===== src/rtl/ex_div_pkg.sv =====
// Shared definitions for the EX-stage iterative divider: FSM state
// encodings, handshake level names and the default operand width.
package ex_div_pkg;

  localparam int DivWidth = 32;

  localparam logic DivResultReady    = 1'b1;
  localparam logic DivResultNotReady = 1'b0;
  localparam logic DivStart          = 1'b1;
  localparam logic DivStop           = 1'b0;

  typedef enum logic [1:0] {
    DivFree   = 2'b00,
    DivByZero = 2'b01,
    DivOn     = 2'b10,
    DivEnd    = 2'b11
  } div_state_e;

endpackage


===== src/rtl/ex_div.sv =====
// ex_div: iterative restoring divider for the EX stage, one quotient bit
// per clock. ready_o stays low until result_o = {remainder, quotient} is
// valid so EX can hold its stall request meanwhile.
// Optional feature: define DIV_SIGNED_EN to build signed (DIV) support;
// without it every operation is unsigned and signed_div_i is ignored.
module ex_div
  import ex_div_pkg::*;
#(
  parameter int WIDTH = DivWidth
) (
  input  logic               clk,
  input  logic               rst,
  input  logic               signed_div_i,
  input  logic [WIDTH-1:0]   opdata1_i,
  input  logic [WIDTH-1:0]   opdata2_i,
  input  logic               start_i,
  input  logic               annul_i,
  output logic [2*WIDTH-1:0] result_o,
  output logic               ready_o
);

  localparam int CntW = $clog2(WIDTH + 1);
  localparam logic [CntW-1:0] CntDone = CntW'(WIDTH);

  div_state_e       state;
  logic [CntW-1:0]  cnt;
  logic [2*WIDTH:0] work;
  logic [WIDTH-1:0] divisor_abs;
  logic [WIDTH:0]   diff;
  logic [WIDTH-1:0] dividend_in;
  logic [WIDTH-1:0] divisor_in;
  logic [WIDTH-1:0] quotient_fin;
  logic [WIDTH-1:0] remainder_fin;

  // Trial subtraction of the divisor from the current partial remainder;
  // the top bit set means the divisor did not fit this step.
  assign diff = {1'b0, work[2*WIDTH-1:WIDTH]} - {1'b0, divisor_abs};

`ifdef DIV_SIGNED_EN
  logic quot_neg;
  logic rem_neg;

  // Magnitudes of the operands at acceptance, and sign fix-up of the raw
  // unsigned result at finalize (quotient by sign mismatch, remainder
  // follows the dividend).
  always_comb begin
    dividend_in   = (signed_div_i && opdata1_i[WIDTH-1]) ? (~opdata1_i + 1'b1) : opdata1_i;
    divisor_in    = (signed_div_i && opdata2_i[WIDTH-1]) ? (~opdata2_i + 1'b1) : opdata2_i;
    quotient_fin  = quot_neg ? (~work[WIDTH-1:0] + 1'b1) : work[WIDTH-1:0];
    remainder_fin = rem_neg ? (~work[2*WIDTH:WIDTH+1] + 1'b1) : work[2*WIDTH:WIDTH+1];
  end
`else
  logic unused_signed;

  // Unsigned-only build: operands and raw result pass straight through.
  always_comb begin
    dividend_in   = opdata1_i;
    divisor_in    = opdata2_i;
    quotient_fin  = work[WIDTH-1:0];
    remainder_fin = work[2*WIDTH:WIDTH+1];
  end

  assign unused_signed = signed_div_i;
`endif

  // Divider FSM: accept, iterate one restoring step per edge, finalize,
  // then hold the result until EX drops start_i; annul aborts anywhere.
  always_ff @(posedge clk or negedge rst) begin
    if (!rst) begin
      state       <= DivFree;
      cnt         <= '0;
      work        <= '0;
      divisor_abs <= '0;
      result_o    <= '0;
      ready_o     <= DivResultNotReady;
`ifdef DIV_SIGNED_EN
      quot_neg    <= 1'b0;
      rem_neg     <= 1'b0;
`endif
    end else if (annul_i) begin
      state    <= DivFree;
      cnt      <= '0;
      result_o <= '0;
      ready_o  <= DivResultNotReady;
    end else begin
      case (state)
        DivFree: begin
          result_o <= '0;
          ready_o  <= DivResultNotReady;
          if (start_i == DivStart) begin
            if (opdata2_i == '0) begin
              state <= DivByZero;
            end else begin
              state       <= DivOn;
              cnt         <= '0;
              work        <= {{WIDTH{1'b0}}, dividend_in, 1'b0};
              divisor_abs <= divisor_in;
`ifdef DIV_SIGNED_EN
              quot_neg    <= signed_div_i & (opdata1_i[WIDTH-1] ^ opdata2_i[WIDTH-1]);
              rem_neg     <= signed_div_i & opdata1_i[WIDTH-1];
`endif
            end
          end
        end
        DivByZero: begin
          state    <= DivEnd;
          result_o <= '0;
          ready_o  <= DivResultReady;
        end
        DivOn: begin
          if (cnt != CntDone) begin
            if (diff[WIDTH]) begin
              work <= {work[2*WIDTH-1:0], 1'b0};
            end else begin
              work <= {diff[WIDTH-1:0], work[WIDTH-1:0], 1'b1};
            end
            cnt <= cnt + 1'b1;
          end else begin
            state    <= DivEnd;
            cnt      <= '0;
            result_o <= {remainder_fin, quotient_fin};
            ready_o  <= DivResultReady;
          end
        end
        DivEnd: begin
          if (start_i == DivStop) begin
            state    <= DivFree;
            result_o <= '0;
            ready_o  <= DivResultNotReady;
          end
        end
        default: begin
          state <= DivFree;
        end
      endcase
    end
  end

endmodule


===== config.mk =====
export PLATFORM = sky130hd
export DESIGN_NAME = ex_div
export DESIGN_NICKNAME = d
export VERILOG_FILES = /design/src/rtl/ex_div_pkg.sv /design/src/rtl/ex_div.sv
export SDC_FILE = /design/constraint.sdc
export NUM_CORES = 1
export LEC_CHECK = 0
export ABC_CLOCK_PERIOD_IN_PS = 2750
export CAP_MARGIN = 20
export CORE_MARGIN = 10
export CORE_UTILIZATION = 30
export CTS_BUF_LIST = sky130_fd_sc_hd__clkbuf_2 sky130_fd_sc_hd__clkbuf_4 sky130_fd_sc_hd__clkbuf_8
export DETAILED_ROUTE_END_ITERATION = 10
export PLACE_DENSITY = 0.5
export SYNTH_ARGS = -nofsm -noshare
export SYNTH_HDL_FRONTEND = slang
export SYNTH_SLANG_ARGS = --single-unit

===== constraint.sdc =====
create_clock -name clk -period 2.75 [get_ports clk]
set_input_delay 0.4125 -clock clk [delete_from_list [all_inputs] [get_ports clk]]
set_output_delay 0.4125 -clock clk [all_outputs]
set_load 0.05 [all_outputs]

==> metrics <==
final WL 25200 um; DR vias/cell 4.74; CTS buffer count 17; Period minus WS final 2690 ps; hold crit path type in -> async; core area 0.0299 mm2; port buffer count 132; DR pass1 iterations 4; met2 Track Usage GR 0.214; Setup CP Type reg -> reg; CP arrival 3030 ps; Bufs on Longest Clock Path 2; clk root buf clkbuf_8; Synth Net Count roughly 1100; ratio of final minimum period to clock period 0.977; Netlist Area Pre-Place 0.00916 mm2; largest net degree at the start of global routing 131; Ant. Diodes 0; TritonCTS clock tree built; Total GRT Usage 0.132; CP Capture Type flop; worst setup margin 62.0 ps; gr ovfl total 0; Max Cap Violations 0; post-synthesis async set-or-reset flop share 1.00; Slew @ Worst Pin 781 ps; final setup TNS 0 ps; Ys Warns 0; number of placement rows 63; worst relative slew slack 0.479; CP max FO 13; Clk pin slew, worst setup/hold paths 110 ps; sequential element share of the synthesized area 0.465; cell leakage power ~5.4 nW; antenna violations before repair 0; routability cong. roughly 0.84; Ports 134; DRC violation count after routing 0; Initial Util 0.306; Max Clk Rate 0.372 GHz; GR met3 Demand/Resource 0.0243; DP HPWL 18300 um; RR Endpoint work[44]; Worst setup SP type flop; Main synth FF type dfrtp_1; VDD IR max 0.422 mV; Max H-tree Level 4; final hold vios 0; library cells used by synthesis 60; pre-CTS setup slack -233 ps; global-route wire length before repair 41300 um; total number of vias 7512; final layout net count 1289; vias in the first global route about 7600; clk_skew 16.5 ps; Setup-failing EPs final 0; met1 Usage GRT 0.176; Chip Width 195 um; Routed WL per cell 15.9 um; status completed; Synth Area per Inst between 9 and 10 um2; Seq cells post-synth 170; reg2reg setup slack 60 ps; r2r startpoint work[33]; 1st-iter DRT viols 427; Worst EP required approximately 3100 ps; DRT antenna net count 0; fin. max-slew vios 0; Worst-Skew Late Latency approximately 470 ps; pwr/cell area 813 mW/mm2; total clock sinks 170; most used routing layer met2; RSZ-0062 raised after global routing yes; Gate Count Post-Synth 989; Post-synth EDFFs 0; height of the die 195 um; share of layout cells above drive strength 1 0.172; area grow syn2layout 33.8%; R2R cell count 12; Die ar. 0.0379 mm2
[cell usage after synthesis (3+ instances only)]
library cell    n  area, um2
dfrtp_1       170       4250
o211ai_1        7       52.6
a21o_1         12       90.1
nand3_1        15       75.1
o31ai_1         4       30.0
o21ai_0       121        606
a31oi_1         7       43.8
o221ai_1        4       35.0
ha_1           39        488
a211o_1         3       26.3
mux2i_1        60        601
and3_1          6       37.5
clkbuf_1       46        173
nand2_1       235        882
nor2_1         19       71.3
nor3b_1         3       22.5
a21oi_1        30        150
a211oi_1        4       30.0
nor4_1          9       56.3
xnor2_1        20        175
nand2b_1        6       37.5
inv_1          46        173
o21ai_1        25        125
xor2_1          8       70.1
buf_2           4       20.0
mux2_2         32        360
nor3_1          3       15.0
nand4_1         7       43.8
[cell families (layout without fill, tap and decap cells)]
kind of cell / after synthesis / count (layout) / synth area share
flops: 170 / 170 / 0.465
simple gates: 314 / 314 / 0.145
xor+xnor: 28 / 28 / 0.0268
mux: 92 / 92 / 0.105
buf+inv: 102 / 307 / 0.0476
compound gates: 244 / 244 / 0.158
fa+ha+maj: 39 / 39 / 0.0533
[per-stage QoR]
step	std cells	hold WS [ps]	utilization	instance area [um2]	total power, W
2_1_floorplan	989	117	-	9160	0.00630
3_3_place_gp	1548	462	0.387	11600	0.00784
3_5_place_dp	1548	470	0.387	11600	0.00790
4_1_cts	1581	492	0.403	12100	0.00998
5_1_grt	1584	511	0.410	12300	0.0107
6_report	1584	486	0.410	12300	0.00996
[worst max-delay path by stage]
stage / to / from / depth (start not counted) / slack (ps)
finish: work[44] / work[33] / 12 / 60
CTS: work[58] / work[41] / 10 / 5
floorplan: work[40] / work[47] / 11 / 140
global route: work[53] / work[33] / 12 / -80
global placement: work[58] / opdata2_i[18] / 10 / -170
detailed placement: work[52] / opdata2_i[18] / 10 / -230
[report_power, final]
part	leakage [nW]	switching [W]	total, W	internal (W)
logic	2.90	0.00256	0.00450	0.00193
clock network	0.222	0.00106	0.00201	0.000949
registers	2.25	0.000365	0.00346	0.00309
[per-layer routing]
layer  share of wire  wire (um)  vias to the layer above
li1                -          -                     3807
met1            0.48      12100                     3575
met2            0.47      12000                      112
met3           0.034        852                       18
met4           0.011        266                        0
met5               0          0                        -
[timing repair]
item / in CTS / in global routing
pin swaps: 0 / 7
buffers inserted: 0 / 3
gates cloned: 0 / 0
hold buffers: 1 / 0
resized for setup: 10 / 33
endpoints found under the setup margin: 27 / 33
endpoints found under the hold margin: 63 / 0
[layout make-up]
| cell class | count | area (um2) |
|---|---|---|
| Tap cell | 390 | 488 |
| Clock inverter | 14 | 184 |
| Sequential cell | 170 | 4250 |
| Inverter | 46 | 173 |
| Fill cell | 3020 | 17600 |
| Timing Repair Buffer | 229 | 2210 |
| Clock buffer | 18 | 248 |
| Multi-Input combinational cell | 717 | 4700 |
[placed cells by master (no fill, tap or decap), types with 4 or more instances in the layout]
| cell | instances |
|---|---|
| nand2_1 | 234 |
| dfrtp_1 | 170 |
| clkdlybuf4s50_1 | 131 |
| o21ai_0 | 119 |
| buf_4 | 82 |
| mux2i_1 | 58 |
| inv_1 | 46 |
| ha_1 | 34 |
| mux2_2 | 32 |
| a21oi_1 | 23 |
| o21ai_1 | 23 |
| xnor2_1 | 20 |
| clkbuf_8 | 18 |
| nor2_1 | 17 |
| nand3_1 | 15 |
| a21o_1 | 12 |
| buf_12 | 11 |
| nor4_1 | 9 |
| a21oi_2 | 9 |
| xor2_1 | 8 |
| nand4_1 | 7 |
| o211ai_1 | 7 |
| nand2b_1 | 6 |
| and3_1 | 6 |
| a31oi_1 | 5 |
| inv_6 | 4 |
[critical path, stage by stage, from the launching register on]
cell	delay (ps)
dfrtp_1	400
ha_1	290
nor2b_4	180
o2111ai_2	140
a21oi_2	180
o21bai_1	70
buf_4	160
a211oi_4	230
a211o_1	210
a31o_4	220
buf_12	170
mux2i_1	220
o21ai_1	80
[registers in the layout (all words and copies together), names as in the netlist]
| name | cells |
|---|---|
| divisor_abs | 32 |
| cnt | 6 |
| result_o | 64 |
| work | 65 |
| state | 2 |
| ready_o | 1 |
Note: power is estimated with default switching activity, not from simulation.
